### config.mk
export PLATFORM = sky130hd
export DESIGN_NAME = fizzbuzz_multi_flat
export DESIGN_NICKNAME = d
export VERILOG_FILES = /design/src/rtl/fizzbuzz_multi_if.sv /design/src/rtl/fizzbuzz_multi.sv /design/src/flat_wrapper.sv
export SDC_FILE = /design/constraint.sdc
export NUM_CORES = 1
export LEC_CHECK = 0
export CORE_MARGIN = 3
export CORE_UTILIZATION = 55
export DETAILED_ROUTE_END_ITERATION = 6
export MAX_ROUTING_LAYER = met4
export PLACE_DENSITY = 0.8
export SYNTH_ARGS = -nofsm -noshare
export SYNTH_HDL_FRONTEND = slang
export SYNTH_SLANG_ARGS = --single-unit
### constraint.sdc
create_clock -name i_clk -period 3 [get_ports i_clk]
set_input_delay 0.3 -clock i_clk [delete_from_list [all_inputs] [get_ports i_clk]]
set_output_delay 0.3 -clock i_clk [all_outputs]
set_load 0.005 [all_outputs]
### src/rtl/fizzbuzz_multi_if.sv
// Stream and control bundle for fizzbuzz_multi: start/enable, divisors,
// downstream ready and the number/hit/last beat with status flags.
interface fizzbuzz_multi_if #(
  parameter int g_length    = 20,
  parameter int g_channels  = 2,
  parameter int g_div_width = 4
);
  localparam int c_num_w = $clog2(g_length + 1);

  logic                              i_en;
  logic [g_channels*g_div_width-1:0] i_div;
  logic                              i_ready;
  logic                              o_valid;
  logic [c_num_w-1:0]                o_number;
  logic [g_channels-1:0]             o_hit;
  logic                              o_last;
  logic                              o_busy;
  logic                              o_done;

  // Controller / downstream side
  modport master (
    output i_en, i_div, i_ready,
    input  o_valid, o_number, o_hit, o_last, o_busy, o_done
  );

  // Counter side
  modport slave (
    input  i_en, i_div, i_ready,
    output o_valid, o_number, o_hit, o_last, o_busy, o_done
  );
endinterface

### src/rtl/fizzbuzz_multi.sv
// Streams 1..g_length over valid/ready and flags, per channel, divisibility
// by a divisor latched at start. Divisibility is tracked with per-channel
// residue counters instead of divider hardware.
module fizzbuzz_multi #(
  parameter int g_length    = 20,
  parameter int g_channels  = 2,
  parameter int g_div_width = 4,
  parameter int g_wrap      = 0
) (
  input  logic           i_clk,
  input  logic           i_rst,
  fizzbuzz_multi_if.slave bus
);
  localparam int                 c_num_w = $clog2(g_length + 1);
  localparam logic [c_num_w-1:0] c_last  = c_num_w'(g_length);

  typedef enum logic [1:0] {
    S_IDLE = 2'd0,
    S_RUN  = 2'd1,
    S_DONE = 2'd2
  } state_t;

  state_t                                 state_r, state_next;
  logic [c_num_w-1:0]                     number_r, number_next;
  logic [g_channels-1:0][g_div_width-1:0] div_r, div_next;
  logic [g_channels-1:0][g_div_width-1:0] res_r, res_next;
  logic [g_channels-1:0]                  hit_r, hit_next;
  logic                                   last_r, last_next;
  logic                                   xfer;

  // Residue after loading number 1: divisor 1 divides everything.
  function automatic logic [g_div_width-1:0] res_init(input logic [g_div_width-1:0] d);
    return (d == g_div_width'(1)) ? '0 : g_div_width'(1);
  endfunction

  // Residue after incrementing the number by one (modular wrap at d-1).
  function automatic logic [g_div_width-1:0] res_adv(input logic [g_div_width-1:0] r,
                                                      input logic [g_div_width-1:0] d);
    return (r == d - g_div_width'(1)) ? '0 : r + g_div_width'(1);
  endfunction

  // A zero divisor disables its channel.
  function automatic logic hit_of(input logic [g_div_width-1:0] r,
                                  input logic [g_div_width-1:0] d);
    return (d != '0) && (r == '0);
  endfunction

  // Next-state, next-number and next-residue logic; hit/last derived from next values
  always_comb begin
    state_next  = state_r;
    number_next = number_r;
    div_next    = div_r;
    res_next    = res_r;
    hit_next    = '0;
    last_next   = 1'b0;
    xfer        = (state_r == S_RUN) && bus.i_en && bus.i_ready;

    case (state_r)
      S_IDLE: begin
        if (bus.i_en) begin
          state_next  = S_RUN;
          div_next    = bus.i_div;
          number_next = c_num_w'(1);
          for (int k = 0; k < g_channels; k++) begin
            res_next[k] = res_init(bus.i_div[k*g_div_width +: g_div_width]);
          end
        end else begin
          number_next = '0;
        end
      end
      S_RUN: begin
        if (xfer) begin
          if (number_r == c_last) begin
            if (g_wrap != 0) begin
              number_next = c_num_w'(1);
              for (int k = 0; k < g_channels; k++) begin
                res_next[k] = res_init(div_r[k]);
              end
            end else begin
              state_next = S_DONE;
            end
          end else begin
            number_next = number_r + c_num_w'(1);
            for (int k = 0; k < g_channels; k++) begin
              res_next[k] = res_adv(res_r[k], div_r[k]);
            end
          end
        end else begin
          state_next = S_RUN;
        end
      end
      S_DONE: begin
        if (!bus.i_en) begin
          state_next  = S_IDLE;
          number_next = '0;
        end else begin
          state_next = S_DONE;
        end
      end
      default: begin
        state_next  = S_IDLE;
        number_next = '0;
      end
    endcase

    if (state_next != S_IDLE) begin
      for (int k = 0; k < g_channels; k++) begin
        hit_next[k] = hit_of(res_next[k], div_next[k]);
      end
    end else begin
      hit_next = '0;
    end
    last_next = (number_next == c_last);
  end

  // State, number, divisor, residue and output registers
  always_ff @(posedge i_clk or posedge i_rst) begin
    if (i_rst) begin
      state_r  <= S_IDLE;
      number_r <= '0;
      div_r    <= '0;
      res_r    <= '0;
      hit_r    <= '0;
      last_r   <= 1'b0;
    end else begin
      state_r  <= state_next;
      number_r <= number_next;
      div_r    <= div_next;
      res_r    <= res_next;
      hit_r    <= hit_next;
      last_r   <= last_next;
    end
  end

  // Valid follows i_en in RUN so a pause withdraws it in the same cycle.
  assign bus.o_valid  = (state_r == S_RUN) && bus.i_en;
  assign bus.o_number = number_r;
  assign bus.o_hit    = hit_r;
  assign bus.o_last   = last_r;
  assign bus.o_busy   = (state_r == S_RUN);
  assign bus.o_done   = (state_r == S_DONE);
endmodule

### src/flat_wrapper.sv
// flat-port wrapper written by rule: the top's interface ports become plain ports
module fizzbuzz_multi_flat 
#(
  parameter int g_length    = 20,
  parameter int g_channels  = 2,
  parameter int g_div_width = 4,
  parameter int g_wrap      = 0
)
  (i_clk, i_rst, bus_i_en, bus_i_div, bus_i_ready, bus_o_valid, bus_o_number, bus_o_hit, bus_o_last, bus_o_busy, bus_o_done);
  fizzbuzz_multi_if #(.g_length(g_length), .g_channels(g_channels), .g_div_width(g_div_width)) bus_i ();
  input  logic i_clk;
  input  logic i_rst;
  input wire logic [$bits(bus_i.i_en)-1:0] bus_i_en;
  input wire logic [$bits(bus_i.i_div)-1:0] bus_i_div;
  input wire logic [$bits(bus_i.i_ready)-1:0] bus_i_ready;
  output wire logic [$bits(bus_i.o_valid)-1:0] bus_o_valid;
  output wire logic [$bits(bus_i.o_number)-1:0] bus_o_number;
  output wire logic [$bits(bus_i.o_hit)-1:0] bus_o_hit;
  output wire logic [$bits(bus_i.o_last)-1:0] bus_o_last;
  output wire logic [$bits(bus_i.o_busy)-1:0] bus_o_busy;
  output wire logic [$bits(bus_i.o_done)-1:0] bus_o_done;
  assign bus_i.i_en = bus_i_en;
  assign bus_i.i_div = bus_i_div;
  assign bus_i.i_ready = bus_i_ready;
  assign bus_o_valid = bus_i.o_valid;
  assign bus_o_number = bus_i.o_number;
  assign bus_o_hit = bus_i.o_hit;
  assign bus_o_last = bus_i.o_last;
  assign bus_o_busy = bus_i.o_busy;
  assign bus_o_done = bus_i.o_done;
  fizzbuzz_multi #(.g_length(g_length), .g_channels(g_channels), .g_div_width(g_div_width), .g_wrap(g_wrap)) u_core (.i_clk(i_clk), .i_rst(i_rst), .bus(bus_i));
endmodule
Yosys cells after proc, flatten, opt, wreduce, memory -nomap -nowiden

Index checks and enable logic that the tools add are counted.

Flip-flop bits (word level): 26
Input bits: 12
Output and inout bits: 11
Logic and storage cells: 52

Add/sub/neg operators: 5
Equality and inequality tests: 8
Mux-type cells: 21
Reductions and logical operators: 10

Operators with widths:

| kind                                                | number |
|---|---|
| two-way mux 8 bit                                   | 5 |
| case mux 8 bit (2 select lines)                     | 1 |
| two-way mux 5 bit                                   | 3 |
| case mux 5 bit (3 select lines)                     | 1 |
| equality test 5 bit, second input constant          | 2 |
| two-way mux 2 bit                                   | 5 |
| adder 4 x 1 -> 4 bit, second input constant         | 2 |
| equality test 4 x 1 -> 1 bit, second input constant | 2 |
| equality test 4 bit                                 | 2 |
| logical NOT 4 bit                                   | 2 |
| two-way mux 4 bit                                   | 2 |
| nonzero test 4 bit                                  | 2 |
| subtractor 4 x 1 -> 4 bit, second input constant    | 2 |
| case mux 2 bit (3 select lines)                     | 1 |
| adder 5 x 1 -> 5 bit, second input constant         | 1 |
| logical AND 1 bit                                   | 4 |
| two-way mux 1 bit                                   | 3 |
| equality test 2 x 1 -> 1 bit, second input constant | 1 |
| equality test 2 bit, second input constant          | 1 |
| logical NOT 2 bit                                   | 1 |
| nonzero test 2 bit                                  | 1 |

Depth between registers and ports, before layout

Word-level depth: 9
Depth in mapped cells: 7
Mapped depth without buffers: 7

Worst setup path after synthesis

No wires, ideal clock.

Path type: reg2reg
Start point: register u_core.div_r[0] in the netlist's numbering
End point: register u_core.hit_r[0] (netlist: u_core.bus.o_hit[0])
Library setup time: 101 ps
Data arrival time: 1622 ps
Required time: 2899 ps
Setup slack: 1277 ps
Cell stages (with the launch flop): 8
Path buffers: 0
Clock period less this slack: 1723 ps
Cells stage by stage: dfrtp_1 inv_1 ha_1 xnor3_1 nand3_1 nor2_1 o21ai_0 nor4_1

RTL lines:

| what                   | line                  | source |
|---|---|---|
| start, declared        | fizzbuzz_multi.sv:25  | `logic [g_channels-1:0][g_div_width-1:0] div_r, div_next;` |
| start signal, assigned | fizzbuzz_multi.sv:128 | `div_r <= div_next;` |
| end signal, assigned   | fizzbuzz_multi.sv:130 | `hit_r <= hit_next;` |
| end, declared          | fizzbuzz_multi.sv:27  | `logic [g_channels-1:0] hit_r, hit_next;` |

Final worst setup path

Start point: register u_core.state_r[1]
End point: output port bus_o_valid

Longest elaborated chain between the ends: 2

Ends and longest elaborated chain:

| what                         | line                  | source |
|---|---|---|
| start, declared              | fizzbuzz_multi.sv:23  | `state_t state_r, state_next;` |
| start signal, assigned       | fizzbuzz_multi.sv:126 | `state_r <= state_next;` |
| equality test 2 x 1 -> 1 bit | fizzbuzz_multi.sv:136 | `assign bus.o_valid = (state_r == S_RUN) && bus.i_en;` |
| logical AND 1 bit            | fizzbuzz_multi.sv:136 |  |
| end, declared                | flat_wrapper.sv:16    | `output wire logic [$bits(bus_i.o_valid)-1:0] bus_o_valid;` |

No other way between the ends.

==> impl_results.md <==
- Htree depth: 1
- I/O Buffers: 22
- Crit path required time: 2.70 ns
- Hold-fix buffer count after cts: 0
- Final WS setup: between 0.7 and 0.8 ns
- Slowest cell on the critical path: dfrtp_1
- Root Driver: clkbuf_4
- Clk sink count: 26
- Peak supply drop: roughly 0.58 mV
- Setup TNS: 0 ns
- Setup violators final: 0
- Pre-antenna DRT Iters: 4
- FFs w/ async S/R, synth: 1.00
- Area grow syn2layout: 16.7%
- Max Slew Vio Count: 0
- Worst setup EP type: output port
- Final non-filler cell total: roughly 220
- DP Cell Count: around 220
- Cell Chain, Critical Path: nand2b_2 -> inv_2 -> and2_1 -> clkdlybuf4s50_1
- Syn_nets: between 150 and 200
- CTS tree: yes
- Clock Pin Slew Worst Setup and Hold Paths: 0.15 ns
- Placed wire-length estimate: 2.79 mm
- Setup Skew: 0.0157 ns
- I/O pin cnt: 23
- Post-synth EDFFs: 0
- Drt total wl: approximately 3.8 mm
- Max-slew headroom: 0.337
- TritonCTS Buffers: 3
- Status: complete, no violations
- Core area: 2780 µm²
- Final hold violation count: 0
- Area leader, netlist: dfrtp_1
- Final Util: 0.685
- FF+latch count, synth: 26
- Nets@finish: approximately 210
- Yosys Warn Count: 0
- Worst skew pair latency: approximately 0.33 ns
- Grt met2 use: 0.387
- Global Route Usage Sum: 0.228
- Initial antenna violation count: 0
- Commonest non-fill, non-tap cell in the layout: dfrtp_1
- Total power: between 1500 and 2000 µW
- Synth top area share: 0.398
- Synth top area cells: dfrtp_1 (40%), nand2_1 (5.1%), ha_1 (4.6%)
- Critical path class: reg2out
- FF-to-FF setup slack: 1.02 ns
- GR peak layer: met2
- Critical Path Max Stage Delay: 0.52 ns
- Die span in y: 60.5 µm
- First-pass GRT wire length: 6.05 mm
- GRT overflow: 0
- Grt met1 use: 0.277
- CTS Buffer Depth: 2
- Cts repair resizes: 0
- Mean Syn Cell Area: ~9.7 µm²
- Crit-path max FO: 10
- DR WL/cell: roughly 17 µm
- DIE AREA: roughly 3700 µm²
- Class of the worst hold path: in2async
- Placer Congestion: around 0.98
- Max cap viols: 0
- Synth Instances: between 150 and 200
- Max Freq: 0.440 GHz
- Crit path arrival time: 1.97 ns
- Row cnt: 19
- DR iter-0 viols: a little under 90
- Area of the mapped netlist: approximately 1600 µm²
- Vias in the first global route: 1,378
- DRC Markers: 0
- CP startpoint kind: flop
- Post-CTS Setup Inserts: 0
- Initial Util: 0.587
- Post-synth cell types: 50
- Final Cycle Share: 0.757
- Die Wd: a little over 60 µm
- Worst slew pin tran: between 0.9 and 1 ns
- Filler cells: approximately 230
- Commonest non-fill, non-tap cells in the layout: dfrtp_1 (26), nand2_1 (22), clkdlybuf4s50_1 (22)
- DR vias: 1,389
- Pwr dens: 801 nW/µm²
- RSZ-0062 raised after global routing: no
- Met3 usage: 0.0362
- ANT nets after route: 0
- Min Tclk post-route: between 2 and 2.5 ns
- Register area share after synthesis: 0.398
- Pin count of the biggest net entering global routing: 27
- Fraction of layout cells with a size suffix above 1: 0.0895
- Synth Flop Type: dfrtp_1
- ANT cells: 0
- Pre-CTS setup slack: around 0.63 ns
- P_leak: ~0.00081 µW
- Vias per Instance: 6.29
report_power, final:
| group | leakage, µW | internal, µW | switching, µW |
|---|---|---|---|
| clock | 0.0000279 | 135 | 107 |
| combinational | 0.000453 | 341 | 332 |
| sequential | 0.000333 | 463 | 149 |
| total | 0.000814 | 939 | 587 |
worst paths after layout:
path                                   start                   to  cells past startpoint
max                        u_core.state_r[1]          bus_o_valid                      4
min                                    i_rst      u_core.div_r[1]                      2
max reg2reg                u_core.state_r[1]  u_core.bus.o_hit[1]                      5
min reg2reg                  u_core.div_r[6]      u_core.div_r[6]                      2
max in group asynchronous              i_rst  u_core.bus.o_hit[1]                      2
min in group i_clk              bus_i_div[3]      u_core.div_r[3]                      3
routing by layer:
layer / vias to the layer above / routed length [µm]
met5: - / 0
met2: 54 / 1850
met4: 0 / 36
met3: 6 / 224
met1: 671 / 1650
li1: 658 / -
synthesized netlist by cell type, types with 3 or more instances:
master / instances
xnor2_1: 5
o211ai_1: 4
and2_1: 3
dfrtp_1: 26
nor3_1: 8
nand3_1: 4
a21oi_1: 9
o21ai_0: 9
nor2_1: 5
nand2_1: 22
xor2_1: 4
inv_1: 10
nor4_1: 4
o22ai_1: 4
ha_1: 6
nand2b_1: 3
state kept, by name, indices dropped and copies added (netlist names):
name,count
u_core.state_r,2
u_core.bus.o_number,5
u_core.div_r,8
u_core.bus.o_last,1
u_core.res_r,8
u_core.bus.o_hit,2
cell type report:
cell class	instances	area [µm²]	area share
clock inverter	1	30.0	0.0158
tap	31	38.8	0.0204
clock buffer	3	22.5	0.0118
sequential	26	651	0.341
multi-input combinational	127	902	0.473
timing repair buffer	22	220	0.116
inverter	11	41.3	0.0217
worst max-delay path: cells and delay by family (launching register included):
family	cells	cell delay [ns]
buf+inv	2	0.67
flops	1	0.52
simple gates	2	0.45
stage by stage:
stage | instance area [µm²] | hold slack [ns]
finish | 1910 | 0.483
global route | 1910 | 0.559
CTS | 1910 | 0.513
detailed placement | 1850 | 0.529
global placement | 1850 | 0.522
floorplan | 1630 | 0.340
logic make-up after synthesis:
| kind of cell | share of synthesized area |
|---|---|
| simple gates | 0.254 |
| buf+inv | 0.0490 |
| fa+ha+maj | 0.0460 |
| flops | 0.398 |
| mux | 0.00690 |
| compound gates | 0.170 |
| xor+xnor | 0.0759 |
(Power assumes the default switching activity.)
